**src/rtl/alu_issue_capture_pkg.sv**
```systemverilog
// Shared types and defaults for the ALU issue/capture front end.
package alu_issue_capture_pkg;

    localparam int DEF_WIDTH  = 4;
    localparam int DEF_CTRL_W = 2;

    typedef enum logic [1:0] {
        IDLE   = 2'd0,
        SETTLE = 2'd1,
        CHECK  = 2'd2,
        RESP   = 2'd3
    } state_e;

endpackage

```
**src/rtl/alu_issue_capture_if.sv**
```systemverilog
// Request, ALU-side and response signals of the capture block; slave is the capture block itself.
interface alu_issue_capture_if
    import alu_issue_capture_pkg::*;
#(
    parameter int WIDTH  = DEF_WIDTH,
    parameter int CTRL_W = DEF_CTRL_W
);
    logic              req_valid;
    logic              req_ready;
    logic [WIDTH-1:0]  req_a;
    logic [WIDTH-1:0]  req_b;
    logic [CTRL_W-1:0] req_ctrl;

    logic [WIDTH-1:0]  alu_a;
    logic [WIDTH-1:0]  alu_b;
    logic [CTRL_W-1:0] alu_ctrl;
    logic [WIDTH-1:0]  alu_c;

    logic              rsp_valid;
    logic              rsp_ready;
    logic [WIDTH-1:0]  rsp_c;
    logic              rsp_unstable;

    modport slave (
        input  req_valid, req_a, req_b, req_ctrl, alu_c, rsp_ready,
        output req_ready, alu_a, alu_b, alu_ctrl, rsp_valid, rsp_c, rsp_unstable
    );

    modport master (
        output req_valid, req_a, req_b, req_ctrl, alu_c, rsp_ready,
        input  req_ready, alu_a, alu_b, alu_ctrl, rsp_valid, rsp_c, rsp_unstable
    );

endinterface

```
**src/rtl/alu_issue_capture_settle_timer.sv**
```systemverilog
// Loadable down-counter that times the operand settle window; done while the count sits at zero.
module alu_issue_capture_settle_timer #(
    parameter int SETTLE_CYCLES = 4
) (
    input  logic clk_i,
    input  logic rst_i,
    input  logic load_i,
    input  logic dec_i,
    output logic done_o
);
    localparam int CW = $clog2(SETTLE_CYCLES + 1);
    localparam logic [CW-1:0] LOAD_VAL = CW'(SETTLE_CYCLES - 1);

    logic [CW-1:0] cnt_q;
    logic [CW-1:0] cnt_d;

    // Load wins over decrement so a retry can restart the window from CHECK.
    always_comb begin
        cnt_d = cnt_q;
        if (load_i) begin
            cnt_d = LOAD_VAL;
        end else if (dec_i && (cnt_q != '0)) begin
            cnt_d = cnt_q - CW'(1);
        end
    end

    always_ff @(posedge clk_i) begin
        if (rst_i) begin
            cnt_q <= '0;
        end else begin
            cnt_q <= cnt_d;
        end
    end

    assign done_o = (cnt_q == '0);

endmodule

```
**src/rtl/alu_issue_capture.sv**
```systemverilog
// Registers operands into the combinational ALU, waits out the settle window, double-samples C
// and returns it on a valid/ready response, retrying a bounded number of times if C is still moving.
module alu_issue_capture
    import alu_issue_capture_pkg::*;
#(
    parameter int WIDTH         = DEF_WIDTH,
    parameter int CTRL_W        = DEF_CTRL_W,
    parameter int SETTLE_CYCLES = 4,
    parameter int MAX_RETRY     = 2
) (
    input  logic                    wb_clk_i,
    input  logic                    wb_rst_i,
    alu_issue_capture_if.slave      bus,
    output logic [7:0]              op_count
);
    localparam int RW = (MAX_RETRY > 0) ? $clog2(MAX_RETRY + 1) : 1;

    state_e            state_q;
    state_e            state_d;
    logic [WIDTH-1:0]  alu_a_q;
    logic [WIDTH-1:0]  alu_b_q;
    logic [CTRL_W-1:0] alu_ctrl_q;
    logic [WIDTH-1:0]  sample1_q;
    logic [WIDTH-1:0]  rsp_c_q;
    logic              rsp_valid_q;
    logic              rsp_unstable_q;
    logic [7:0]        op_count_q;
    logic [RW-1:0]     retry_q;

    logic accept;
    logic match;
    logic can_retry;
    logic tmr_load;
    logic tmr_dec;
    logic tmr_done;

    alu_issue_capture_settle_timer #(
        .SETTLE_CYCLES (SETTLE_CYCLES)
    ) u_timer (
        .clk_i  (wb_clk_i),
        .rst_i  (wb_rst_i),
        .load_i (tmr_load),
        .dec_i  (tmr_dec),
        .done_o (tmr_done)
    );

    always_ff @(posedge wb_clk_i) begin
        if (wb_rst_i) begin
            state_q        <= IDLE;
            alu_a_q        <= '0;
            alu_b_q        <= '0;
            alu_ctrl_q     <= '0;
            sample1_q      <= '0;
            rsp_c_q        <= '0;
            rsp_valid_q    <= 1'b0;
            rsp_unstable_q <= 1'b0;
            op_count_q     <= 8'd0;
            retry_q        <= '0;
        end else begin
            state_q <= state_d;
            if (accept) begin
                alu_a_q    <= bus.req_a;
                alu_b_q    <= bus.req_b;
                alu_ctrl_q <= bus.req_ctrl;
                retry_q    <= '0;
            end
            if ((state_q == SETTLE) && tmr_done) begin
                sample1_q <= bus.alu_c;
            end
            // A mismatch with retries exhausted still answers, but flags the result as unreliable.
            if (state_q == CHECK) begin
                if (match || !can_retry) begin
                    rsp_c_q        <= bus.alu_c;
                    rsp_unstable_q <= !match;
                    rsp_valid_q    <= 1'b1;
                end else begin
                    retry_q <= retry_q + RW'(1);
                end
            end
            if ((state_q == RESP) && bus.rsp_ready) begin
                rsp_valid_q <= 1'b0;
                op_count_q  <= op_count_q + 8'd1;
            end
        end
    end

    always_comb begin
        state_d = state_q;
        case (state_q)
            IDLE:    if (accept)         state_d = SETTLE;
            SETTLE:  if (tmr_done)       state_d = CHECK;
            CHECK:   if (match)          state_d = RESP;
                     else if (can_retry) state_d = SETTLE;
                     else                state_d = RESP;
            RESP:    if (bus.rsp_ready)  state_d = IDLE;
            default:                     state_d = IDLE;
        endcase
    end

    always_comb begin
        bus.req_ready = (state_q == IDLE) && !wb_rst_i;
        accept        = bus.req_ready && bus.req_valid;
        match         = (bus.alu_c == sample1_q);
        can_retry     = (retry_q < RW'(MAX_RETRY));
        tmr_load      = accept || ((state_q == CHECK) && !match && can_retry);
        tmr_dec       = (state_q == SETTLE);
    end

    assign bus.alu_a        = alu_a_q;
    assign bus.alu_b        = alu_b_q;
    assign bus.alu_ctrl     = alu_ctrl_q;
    assign bus.rsp_valid    = rsp_valid_q;
    assign bus.rsp_c        = rsp_c_q;
    assign bus.rsp_unstable = rsp_unstable_q;
    assign op_count         = op_count_q;

endmodule

```
**src/flat_wrapper.sv**
```systemverilog
// flat-port wrapper written by rule: the top's interface ports become plain ports
module alu_issue_capture_flat import alu_issue_capture_pkg::*;
#(
    parameter int WIDTH         = DEF_WIDTH,
    parameter int CTRL_W        = DEF_CTRL_W,
    parameter int SETTLE_CYCLES = 4,
    parameter int MAX_RETRY     = 2
)
  (wb_clk_i, wb_rst_i, op_count, bus_req_valid, bus_req_a, bus_req_b, bus_req_ctrl, bus_alu_c, bus_rsp_ready, bus_req_ready, bus_alu_a, bus_alu_b, bus_alu_ctrl, bus_rsp_valid, bus_rsp_c, bus_rsp_unstable);
  alu_issue_capture_if #(.WIDTH(WIDTH), .CTRL_W(CTRL_W)) bus_i ();
  input  logic wb_clk_i;
  input  logic wb_rst_i;
  output logic [7:0] op_count;
  input wire logic [$bits(bus_i.req_valid)-1:0] bus_req_valid;
  input wire logic [$bits(bus_i.req_a)-1:0] bus_req_a;
  input wire logic [$bits(bus_i.req_b)-1:0] bus_req_b;
  input wire logic [$bits(bus_i.req_ctrl)-1:0] bus_req_ctrl;
  input wire logic [$bits(bus_i.alu_c)-1:0] bus_alu_c;
  input wire logic [$bits(bus_i.rsp_ready)-1:0] bus_rsp_ready;
  output wire logic [$bits(bus_i.req_ready)-1:0] bus_req_ready;
  output wire logic [$bits(bus_i.alu_a)-1:0] bus_alu_a;
  output wire logic [$bits(bus_i.alu_b)-1:0] bus_alu_b;
  output wire logic [$bits(bus_i.alu_ctrl)-1:0] bus_alu_ctrl;
  output wire logic [$bits(bus_i.rsp_valid)-1:0] bus_rsp_valid;
  output wire logic [$bits(bus_i.rsp_c)-1:0] bus_rsp_c;
  output wire logic [$bits(bus_i.rsp_unstable)-1:0] bus_rsp_unstable;
  assign bus_i.req_valid = bus_req_valid;
  assign bus_i.req_a = bus_req_a;
  assign bus_i.req_b = bus_req_b;
  assign bus_i.req_ctrl = bus_req_ctrl;
  assign bus_i.alu_c = bus_alu_c;
  assign bus_i.rsp_ready = bus_rsp_ready;
  assign bus_req_ready = bus_i.req_ready;
  assign bus_alu_a = bus_i.alu_a;
  assign bus_alu_b = bus_i.alu_b;
  assign bus_alu_ctrl = bus_i.alu_ctrl;
  assign bus_rsp_valid = bus_i.rsp_valid;
  assign bus_rsp_c = bus_i.rsp_c;
  assign bus_rsp_unstable = bus_i.rsp_unstable;
  alu_issue_capture #(.WIDTH(WIDTH), .CTRL_W(CTRL_W), .SETTLE_CYCLES(SETTLE_CYCLES), .MAX_RETRY(MAX_RETRY)) u_core (.wb_clk_i(wb_clk_i), .wb_rst_i(wb_rst_i), .bus(bus_i), .op_count(op_count));
endmodule
```
**config.mk**
```make
export PLATFORM = sky130hd
export DESIGN_NAME = alu_issue_capture_flat
export DESIGN_NICKNAME = d
export VERILOG_FILES = /design/src/rtl/alu_issue_capture_pkg.sv /design/src/rtl/alu_issue_capture_if.sv /design/src/rtl/alu_issue_capture_settle_timer.sv /design/src/rtl/alu_issue_capture.sv /design/src/flat_wrapper.sv
export SDC_FILE = /design/constraint.sdc
export NUM_CORES = 1
export LEC_CHECK = 0
export CAP_MARGIN = 25
export CORE_MARGIN = 2
export CORE_UTILIZATION = 49
export CTS_BUF_LIST = sky130_fd_sc_hd__clkbuf_8
export DETAILED_ROUTE_END_ITERATION = 6
export GPL_TIMING_DRIVEN = 0
export PLACE_DENSITY = 0.93
export SLEW_MARGIN = 5
export SYNTH_ARGS = -nofsm -noshare
export SYNTH_HDL_FRONTEND = slang
export SYNTH_SLANG_ARGS = --single-unit
```
**constraint.sdc**
```tcl
create_clock -name wb_clk_i -period 1.9 [get_ports wb_clk_i]
set_clock_uncertainty 0.15 [all_clocks]
set_input_delay 0.38 -clock wb_clk_i [delete_from_list [all_inputs] [get_ports wb_clk_i]]
set_output_delay 0.38 -clock wb_clk_i [all_outputs]
set_load 0.005 [all_outputs]
```
# Yosys cells after proc, flatten, opt, wreduce, memory -nomap -nowiden
# Cells that the tools add are included.
# word_totals
register_bits,35
input_bits,18
out_inout_bits,25
elab_cells,54
# classes
add_sub_neg,3
order_cmp,1
eq_ne,7
muxes,11
reduce_logical,20
# op_table
op,count
$mux 2,10
$add 8x1->8 const B,1
$pmux 2 s4,1
$logic_and 1x1->1,7
$eq 2x2->1 const B,2
$eq 4x4->1,1
$ne 2x1->1 const B,2
$reduce_or 2->1,2
$logic_not 1->1,3
$logic_not 3->1,1
$reduce_and 3->1,1
$reduce_bool 3->1,1
$sub 3x1->3 const B,1
$add 2x1->2 const B,1
$eq 2x1->1 const B,1
$logic_not 2->1,1
$logic_or 1x1->1,2
$lt 2x2->1 const B,1
$ne 2x2->1 const B,1
$reduce_and 2->1,1
$reduce_bool 2->1,1

# Longest topological paths before layout
# Gate-level depths: netlist of the first run.
# depth
depth_word,6
depth_mapped,7
mapped_depth_nobuf,6

# By module
# From an unflattened synthesis of the first run, not the netlist that was laid out.
# hier_totals
cells_unflattened,191
hier_area_um2,1692.9
# modules_own_cells
mod,instances,cells_each,area_each_um2,seq_area_each_um2
alu_issue_capture,1,174,1508.9,640.6
alu_issue_capture_settle_timer,1,17,183.9,60.1

# Worst setup path after synthesis of the first run
# OpenSTA, ideal clock, no wires.
# synth_path
path_type,register to register
startpoint,reg u_core.u_timer.cnt_q[0]
endpoint,reg u_core.u_timer.cnt_q[1]
setup_ns,0.070
arrival_time_ns,1.442
required_ns,1.680
path_slack_ns,0.238
path_stages_with_launch,7
path_buffers,0
synth_period_minus_slack_ns,1.662
path_cell_list,dfxtp_1 -> inv_1 -> ha_1 -> nor2b_1 -> nor3b_2 -> mux2_2 -> a21oi_1
# synth_via
elab_chain_len,3
elab_cells_between_ends,6
cone_classes,add/sub (1); mux (2); reduce/logical (3)
# synth_rtl
item,line,rtl
"start, declared",alu_issue_capture_settle_timer.sv:14,logic [CW-1:0] cnt_q;
"start signal, assigned",alu_issue_capture_settle_timer.sv:31,cnt_q <= cnt_d;
$sub 3x1->3 or $reduce_bool 3->1 (tied branches),"alu_issue_capture_settle_timer.sv:23, alu_issue_capture_settle_timer.sv:22",
$mux 2 or $logic_and 1x1->1 (tied branches),alu_issue_capture_settle_timer.sv:22,end else if (dec_i && (cnt_q != '0)) begin
$mux 2 or $reduce_bool 2->1 (tied branches),-,
# Parallel ways exist; a longest one is shown, timed or not. The select of a mux whose other input is x is not followed.
# A chain may end at the register's enable or synchronous reset.

# Final worst setup path of the first run
# layout_path
startpoint,in bus_alu_c[1]
endpoint,reg u_core.retry_q[0]
# layout_via
elab_chain_len,4
# layout_rtl
item,line,rtl
"start, declared",flat_wrapper.sv:18,input wire logic [$bits(bus_i.alu_c)-1:0] bus_alu_c;
$eq 4x4->1,alu_issue_capture.sv:103,match = (bus.alu_c == sample1_q);
$logic_or 1x1->1,alu_issue_capture.sv:72,if (match || !can_retry) begin
$mux 2,alu_issue_capture.sv:72,
$mux 2,alu_issue_capture.sv:71,if (state_q == CHECK) begin
"end signal, assigned",alu_issue_capture.sv:77,retry_q <= retry_q + RW'(1);
"end, declared",alu_issue_capture.sv:28,logic [RW-1:0] retry_q;
# No other way between the ends.

==> impl_results.md, run 1 <==
* Outcome: completed
* Area added between synthesis and finish at 40.9%
* Critical-path top delay cell: clkdlybuf4s50_1
* Crit-path cells: clkdlybuf4s50_1 -> xor2_2 -> o41ai_4 -> buf_4 -> or4_1 -> o21ai_0
* Biggest area consumer among synthesized cells: dfxtp_1
* Gr ovfl total at 0
* DRT antenna net count at 0
* Diodes inserted at 0
* Dpl hpwl at 2.57 mm
* Largest net degree at the start of global routing at 11
* Switching pwr at 0.000516 W
* IO Count at 43
* FF-to-FF setup slack at 0.08 ns
* Number of synthesized flops with an enable pin at 0
* Top FF cell, synth: dfxtp_1
* Top delay family on crit path: buffers and inverters
* Count leader, synth: dfxtp_1
* F_max at 539 MHz
* Syn_area_per_cell at 8.92 um2
* Clock power frac at 0.308
* Sequential Power Share at 0.459
* Number of CTS-inserted buffers at 5
* Power, Total at 0.00180 W
* H-Tree Depth at 2
* Async SR Flop Fraction at 0
* Crit path largest cell delay at 0.54 ns
* Post-synthesis sequential area ratio at 0.451
* Hold Path Depth at 3
* Initial DRC Count at 52
* Flops & latches, synth at 35
* WP buf/inv at 2
* Part of the cycle the worst path needs at 0.976
* Vias at 1,392
* Layout cells sized above 1 at 0.147
* CTS tree: yes
* Syn_nets at 195
* Gr usage total at 0.237
* Aggregate routed wire length at 3.80 mm
* FF-to-FF path depth at 6
* Slew HR at 0.727
* Syn Inst Count at 174
* Tmin final at 1.86 ns
* PortBufs at 42
* CTS Sinks at 35
* Detailed Routing Iterations Pass 1 at 4
* Crit Path Class: input pin to flip-flop
* Hold WS at 0.278 ns
* Antenna violations before repair at 0
* Crit. End Element: flip-flop
* DR DRC count at 0
* Clk root buf: clkbuf_8
* WL/cell at 14.1 um
* Final core occ at 0.723
* Die Width at 60.3 um
* Via density at 5.17
* Post-place setup slack at -0.446 ns
* Min-Delay Endpoint: u_core.bus.rsp_c[2]
* Worst min path class: input pin to flip-flop
* Global-route wire length before repair at 6.23 mm
* Cell area after synthesis at 0.00155 mm2
* Critical Path Fanout Max at 6
* DIE AREA at 0.00363 mm2
* Pleak at 0.844 nW
* Top cells by area, synth: dfxtp_1 45%, xor2_1 5.1%, nand2b_1 4.8%
* Hold Vio Cnt, Final at 0
* Worst Tran Pin Value at 0.406 ns
* Combinational share of power at 0.232
* Internal Dissipation at 0.00129 W
* Clk pin slew, worst setup/hold paths at 0.07 ns
* Clock buffer depth at 2
* Synth top cells by count: 35 x dfxtp_1, 15 x o21ai_0, 14 x a21oi_1, 14 x nor2_1, 13 x nand2_1
* Max Cap Viol at 0
* R2r endpoint: u_core.u_timer.cnt_q[1]
* Final-stage net count at 246
* Endpoints failing setup at 0
* Post-synthesis cell type count at 36
* Post-synth top area share at 0.451
* Clock latency at the later pin of the worst-skew pair at 0.29 ns
* Synth warn at 0
* Hold Crit Start: bus_alu_c[2]
* Die H at 60.3 um
* Routability congestion estimate at 0.760
* CP required at 1.97 ns
* Cell Pwr Density at 824 mW/mm2
* Row cnt at 20
* Final Slew Violations at 0
* CP Data Arrival Time at 1.92 ns
* Switching power share of the total at 0.286
* Vias in the first global route at 1,357
* Core area at 0.00303 mm2
* RR Startpoint: u_core.u_timer.cnt_q[0]
* Critical path startpoint category: input pin
* Filler Cells Inserted at 234
* VDD IR-drop max at 0.000616 V
* Initial core utilization at 0.513
* Final worst setup slack at 0.0447 ns
* # hold bufs at CTS at 0
area by class of cell:
type                       count  area, um2  share of cell area
timing repair buffer          45        445               0.204
inverter                       4       15.0             0.00686
buffer                        11       58.8              0.0269
multi-input combinational    123        826               0.377
clock buffer                   6       82.6              0.0377
clock inverter                 1       5.00             0.00229
tap                           44       55.1              0.0252
sequential                    35        701               0.320
how the worst max path moves through the flow:
stage                                        from  slack, ns                      end  depth (start not counted)
after floorplan           u_core.u_timer.cnt_q[0]       0.24  u_core.u_timer.cnt_q[1]                          6
after global placement                   wb_rst_i      -0.43      u_core.sample1_q[3]                          5
after detailed placement                 wb_rst_i      -0.45      u_core.sample1_q[1]                          5
after CTS                 u_core.u_timer.cnt_q[1]      0.009        u_core.state_q[1]                          7
after global routing      u_core.u_timer.cnt_q[0]      -0.03  u_core.u_timer.cnt_q[1]                          6
final                                bus_alu_c[1]       0.04        u_core.retry_q[0]                          6
layer usage:
| metal | routed length (um) | global-route usage | part of all wire | vias to the layer above |
|---|---|---|---|---|
| li1 | - | - | - | 692 |
| met1 | 1590 | 0.271 | 0.42 | 662 |
| met2 | 1950 | 0.405 | 0.51 | 27 |
| met3 | 153 | 0.0779 | 0.040 | 11 |
| met4 | 110 | 0.0952 | 0.029 | 0 |
| met5 | 0 | 0 | 0 | - |
placed cells by master (no fill, tap or decap), types with 5 or more instances in the layout:
| cell type | n |
|---|---|
| o21ai_0 | 11 |
| nand2b_1 | 12 |
| clkdlybuf4s50_1 | 38 |
| a21oi_1 | 12 |
| nor2_1 | 14 |
| nand2_1 | 13 |
| buf_2 | 6 |
| mux2i_1 | 5 |
| xor2_1 | 5 |
| buf_4 | 5 |
| dfxtp_1 | 35 |
| clkbuf_8 | 6 |
cells by family (layout without fill, tap and decap cells):
group / count (synthesis) / in the layout / synth area share
buffers and inverters: 16 / 67 / 0.0475
multiplexers: 6 / 6 / 0.0395
AND/OR/NAND/NOR: 69 / 69 / 0.242
flip-flops: 35 / 35 / 0.451
adder cells (fa/ha/maj): 3 / 3 / 0.0242
XOR/XNOR: 12 / 12 / 0.0677
AO/OA/AOI/OAI: 33 / 33 / 0.128
what timing repair did:
action,CTS,global route
pin swaps,1,5
buffers inserted,1,2
gates resized for setup,8,12
endpoints found under the setup margin,22,14
hold endpoints to repair,0,0
sequential cells by signal (all words and copies together), names as in the netlist, 2 cells and up:
register and cells:
u_core.bus.alu_a 4, u_core.bus.alu_b 4, u_core.bus.alu_ctrl 2, u_core.bus.rsp_c 4, u_core.op_count 8, u_core.retry_q 2, u_core.sample1_q 4, u_core.state_q 2
u_core.u_timer.cnt_q 3
power groups by stage:
stage / combinational, W / sequential (W) / clock [W]
global route: 0.000463 / 0.000834 / 0.000591
global placement: 0.000371 / 0.000834 / 0
finish: 0.000419 / 0.000828 / 0.000556
CTS: 0.000393 / 0.000825 / 0.000558
floorplan: 0.000233 / 0.000835 / 0
detailed placement: 0.000384 / 0.000839 / 0
worst register-to-register path, stage by stage (launching register included):
cell and delay, ns:
dfxtp_1 0.35, inv_1 0.07, ha_1 0.21, nor2b_1 0.15
nor3b_2 0.35, mux2_4 0.35, a21oi_2 0.14
per-stage QoR:
| step | TNS (ns) | instance area (um2) | std cells |
|---|---|---|---|
| finish | 0 | 2190 | 269 |
| global route | -0.0271 | 2190 | 269 |
| CTS | 0 | 2140 | 268 |
| detailed placement | -10.39 | 2030 | 260 |
| global placement | -9.94 | 2030 | 260 |
| floorplan | 0 | 1550 | 174 |
(Power assumes the default switching activity.)
==> run 2, diff against run 1 <==
--- a/config.mk
+++ b/config.mk
@@ -16,3 +16,4 @@
 export SYNTH_ARGS = -nofsm -noshare
 export SYNTH_HDL_FRONTEND = slang
 export SYNTH_SLANG_ARGS = --single-unit
+export TNS_END_PERCENT = 1
==> impl_results.md, run 2 (synthesized netlist as in run 1, its figures left out) <==
* Die H at 60.3 um (unchanged)
* Clk pin slew, worst setup/hold paths at 0.07 ns (about the same)
* Hold Vio Cnt, Final at 0 (unchanged)
* DR DRC count at 0 (unchanged)
* Final-stage net count at 243 (-1.2%)
* Critical path startpoint category: input pin
* Crit path largest cell delay at 0.54 ns (about the same)
* DRT antenna net count at 0 (unchanged)
* CTS tree: yes
* Clk root buf: clkbuf_8
* Crit Path Class: input pin to flip-flop
* CP required at 1.92 ns (-0.05 ns)
* Final worst setup slack at -0.0242 ns (-0.0689 ns)
* Row cnt at 20 (unchanged)
* Part of the cycle the worst path needs at 1.01 (+0.0363)
* Worst min path class: input pin to flip-flop
* Critical Path Fanout Max at 6 (unchanged)
* Commonest non-fill, non-tap cell in the layout: clkdlybuf4s50_1
* Diodes inserted at 0 (unchanged)
* Final Slew Violations at 0 (unchanged)
* Post-place setup slack at -0.446 ns (unchanged)
* Initial DRC Count at 45 (-13%)
* Pleak at 0.811 nW (-3.9%)
* VDD IR-drop max at 0.000606 V (-1.6%)
* Max reg flops at 8 (unchanged)
* Detailed Routing Iterations Pass 1 at 4 (unchanged)
* Gr ovfl total at 0 (unchanged)
* Final Non-Filler Cells at 266 (-1.1%)
* Max Cap Viol at 0 (unchanged)
* RSZ-0062 raised after global routing: yes
* CTS Sinks at 35 (unchanged)
* CP Data Arrival Time at 1.95 ns (+0.03 ns)
* Failing checks: negative setup slack
* DIE AREA at 0.00363 mm2 (unchanged)
* Commonest cells after routing, fill and taps aside: 40 x clkdlybuf4s50_1, 35 x dfxtp_1, 14 x nor2_1
* PortBufs at 42 (unchanged)
* Layout cells sized above 1 at 0.117 (-0.0295)
* Vias in the first global route at 1,341 (-1.2%)
* Clock latency at the later pin of the worst-skew pair at 0.29 ns (about the same)
* Crit-path cells: clkdlybuf4s50_1 -> xor2_1 -> o41a_1 -> a21oi_1 -> a21oi_1
* F_max at 520 MHz (-3.6%)
* Filler Cells Inserted at 245 (+4.7%)
* Via density at 5.15 (-0.47%)
* Number of CTS-inserted buffers at 5 (unchanged)
* Outcome: finished with violations
* Most frequent cell on the critical path: a21oi_1
* H-Tree Depth at 2 (unchanged)
* Dpl hpwl at 2.57 mm (unchanged)
* Antenna violations before repair at 0 (unchanged)
* Inst Count DP at 260 (unchanged)
* Area added between synthesis and finish at 37.9%
* Tmin final at 1.92 ns (+0.0689 ns)
* Worst Tran Pin Value at 0.471 ns (+0.0654 ns)
* Power, Total at 0.00176 W (-2.1%)
* Crit. End Element: flip-flop
* Die Width at 60.3 um (unchanged)
* Gr usage total at 0.235 (-0.00244)
* Largest net degree at the start of global routing at 11 (unchanged)
* Setup Fix Bufs, Post-CTS at 0 (-1)
* Vias at 1,370 (-1.6%)
* Cell Pwr Density at 824 mW/mm2 (about the same)
* Global-route wire length before repair at 6.17 mm (-1.0%)
* Final core occ at 0.707 (-0.0157)
* Endpoints failing setup at 2 (+2)
* Initial core utilization at 0.513 (unchanged)
* Slew HR at 0.685 (-0.0422)
* Routability congestion estimate at 0.760 (unchanged)
* WL/cell at 13.7 um (-2.8%)
* Aggregate routed wire length at 3.65 mm (-3.9%)
* Clock buffer depth at 2 (unchanged)
* IO Count at 43 (unchanged)
* Critical-path top delay cell: o41a_1
* Core area at 0.00303 mm2 (unchanged)
run 2: cell count changes in the layout (fill, tap and decap cells not counted), moves of 2 or more:
cell,before,now
clkdlybuf4s50_1,38,40
xor2_2,4,2
buf_4,5,2
xor2_1,5,7
run 2: power breakdown:
| group | internal (W) | leakage [nW] | switching [W] | total (W) |
|---|---|---|---|---|
| sequential | 0.000791 | 0.285 | 0.0000345 | 0.000826 |
| combinational | 0.000193 | 0.479 | 0.000194 | 0.000387 |
| clock | 0.000284 | 0.0470 | 0.000267 | 0.000551 |
run 2: per-layer routing:
layer,track usage,vias up,wire length [um]
met3,0.0779,9,154
met4,0.0952,0,91
met2,0.393,25,1820
li1,-,685,-
met1,0.274,651,1590
met5,0,-,0
run 2: worst paths after layout:
check / start / endpoint / slack, ns / depth (start not counted)
worst min-delay path: bus_alu_c[2] / u_core.bus.rsp_c[2] / 0.28 / 3
worst max-delay path: bus_alu_c[3] / u_core.u_timer.cnt_q[1] / -0.02 / 5
worst min register to register: u_core.bus.alu_a[2] / u_core.bus.alu_a[2] / 0.33 / 2
worst max register to register: u_core.u_timer.cnt_q[0] / u_core.u_timer.cnt_q[1] / 0.02 / 6
run 2: repair_timing:
| item | 4_1_cts | 5_1_grt |
|---|---|---|
| endpoints found under the setup margin | 22 | 15 |
| hold buffers | 0 | 0 |
| endpoints found under the hold margin | 0 | 0 |
| gates resized for setup | 5 | 7 |
run 2: cell type report:
type                            instances  area, um2  share of cell area
Buffer                                 11       58.8              0.0275
Clock inverter                          1       5.00             0.00234
Clock buffer                            6       82.6              0.0386
Timing Repair Buffer                   42        422               0.197
Sequential cell                        35        701               0.327
Multi-Input combinational cell        123        802               0.375
Inverter                                4       15.0             0.00701
Tap cell                               44       55.1              0.0257
run 2: through the flow:
step           instance area [um2]  hold slack [ns]  setup TNS, ns
2_1_floorplan                 1550            0.316              0
3_3_place_gp                  2030            0.313          -9.94
3_5_place_dp                  2030            0.319         -10.39
4_1_cts                       2120            0.332        -0.0476
5_1_grt                       2140            0.296         -0.418
6_report                      2140            0.280        -0.0368
run 2: critical path: cells and delay by family:
kind / cells / cell delay, ns
AOI/OAI and AO/OA: 3 / 0.88
buffers and inverters: 1 / 0.47
xor gates and xnor gates: 1 / 0.22
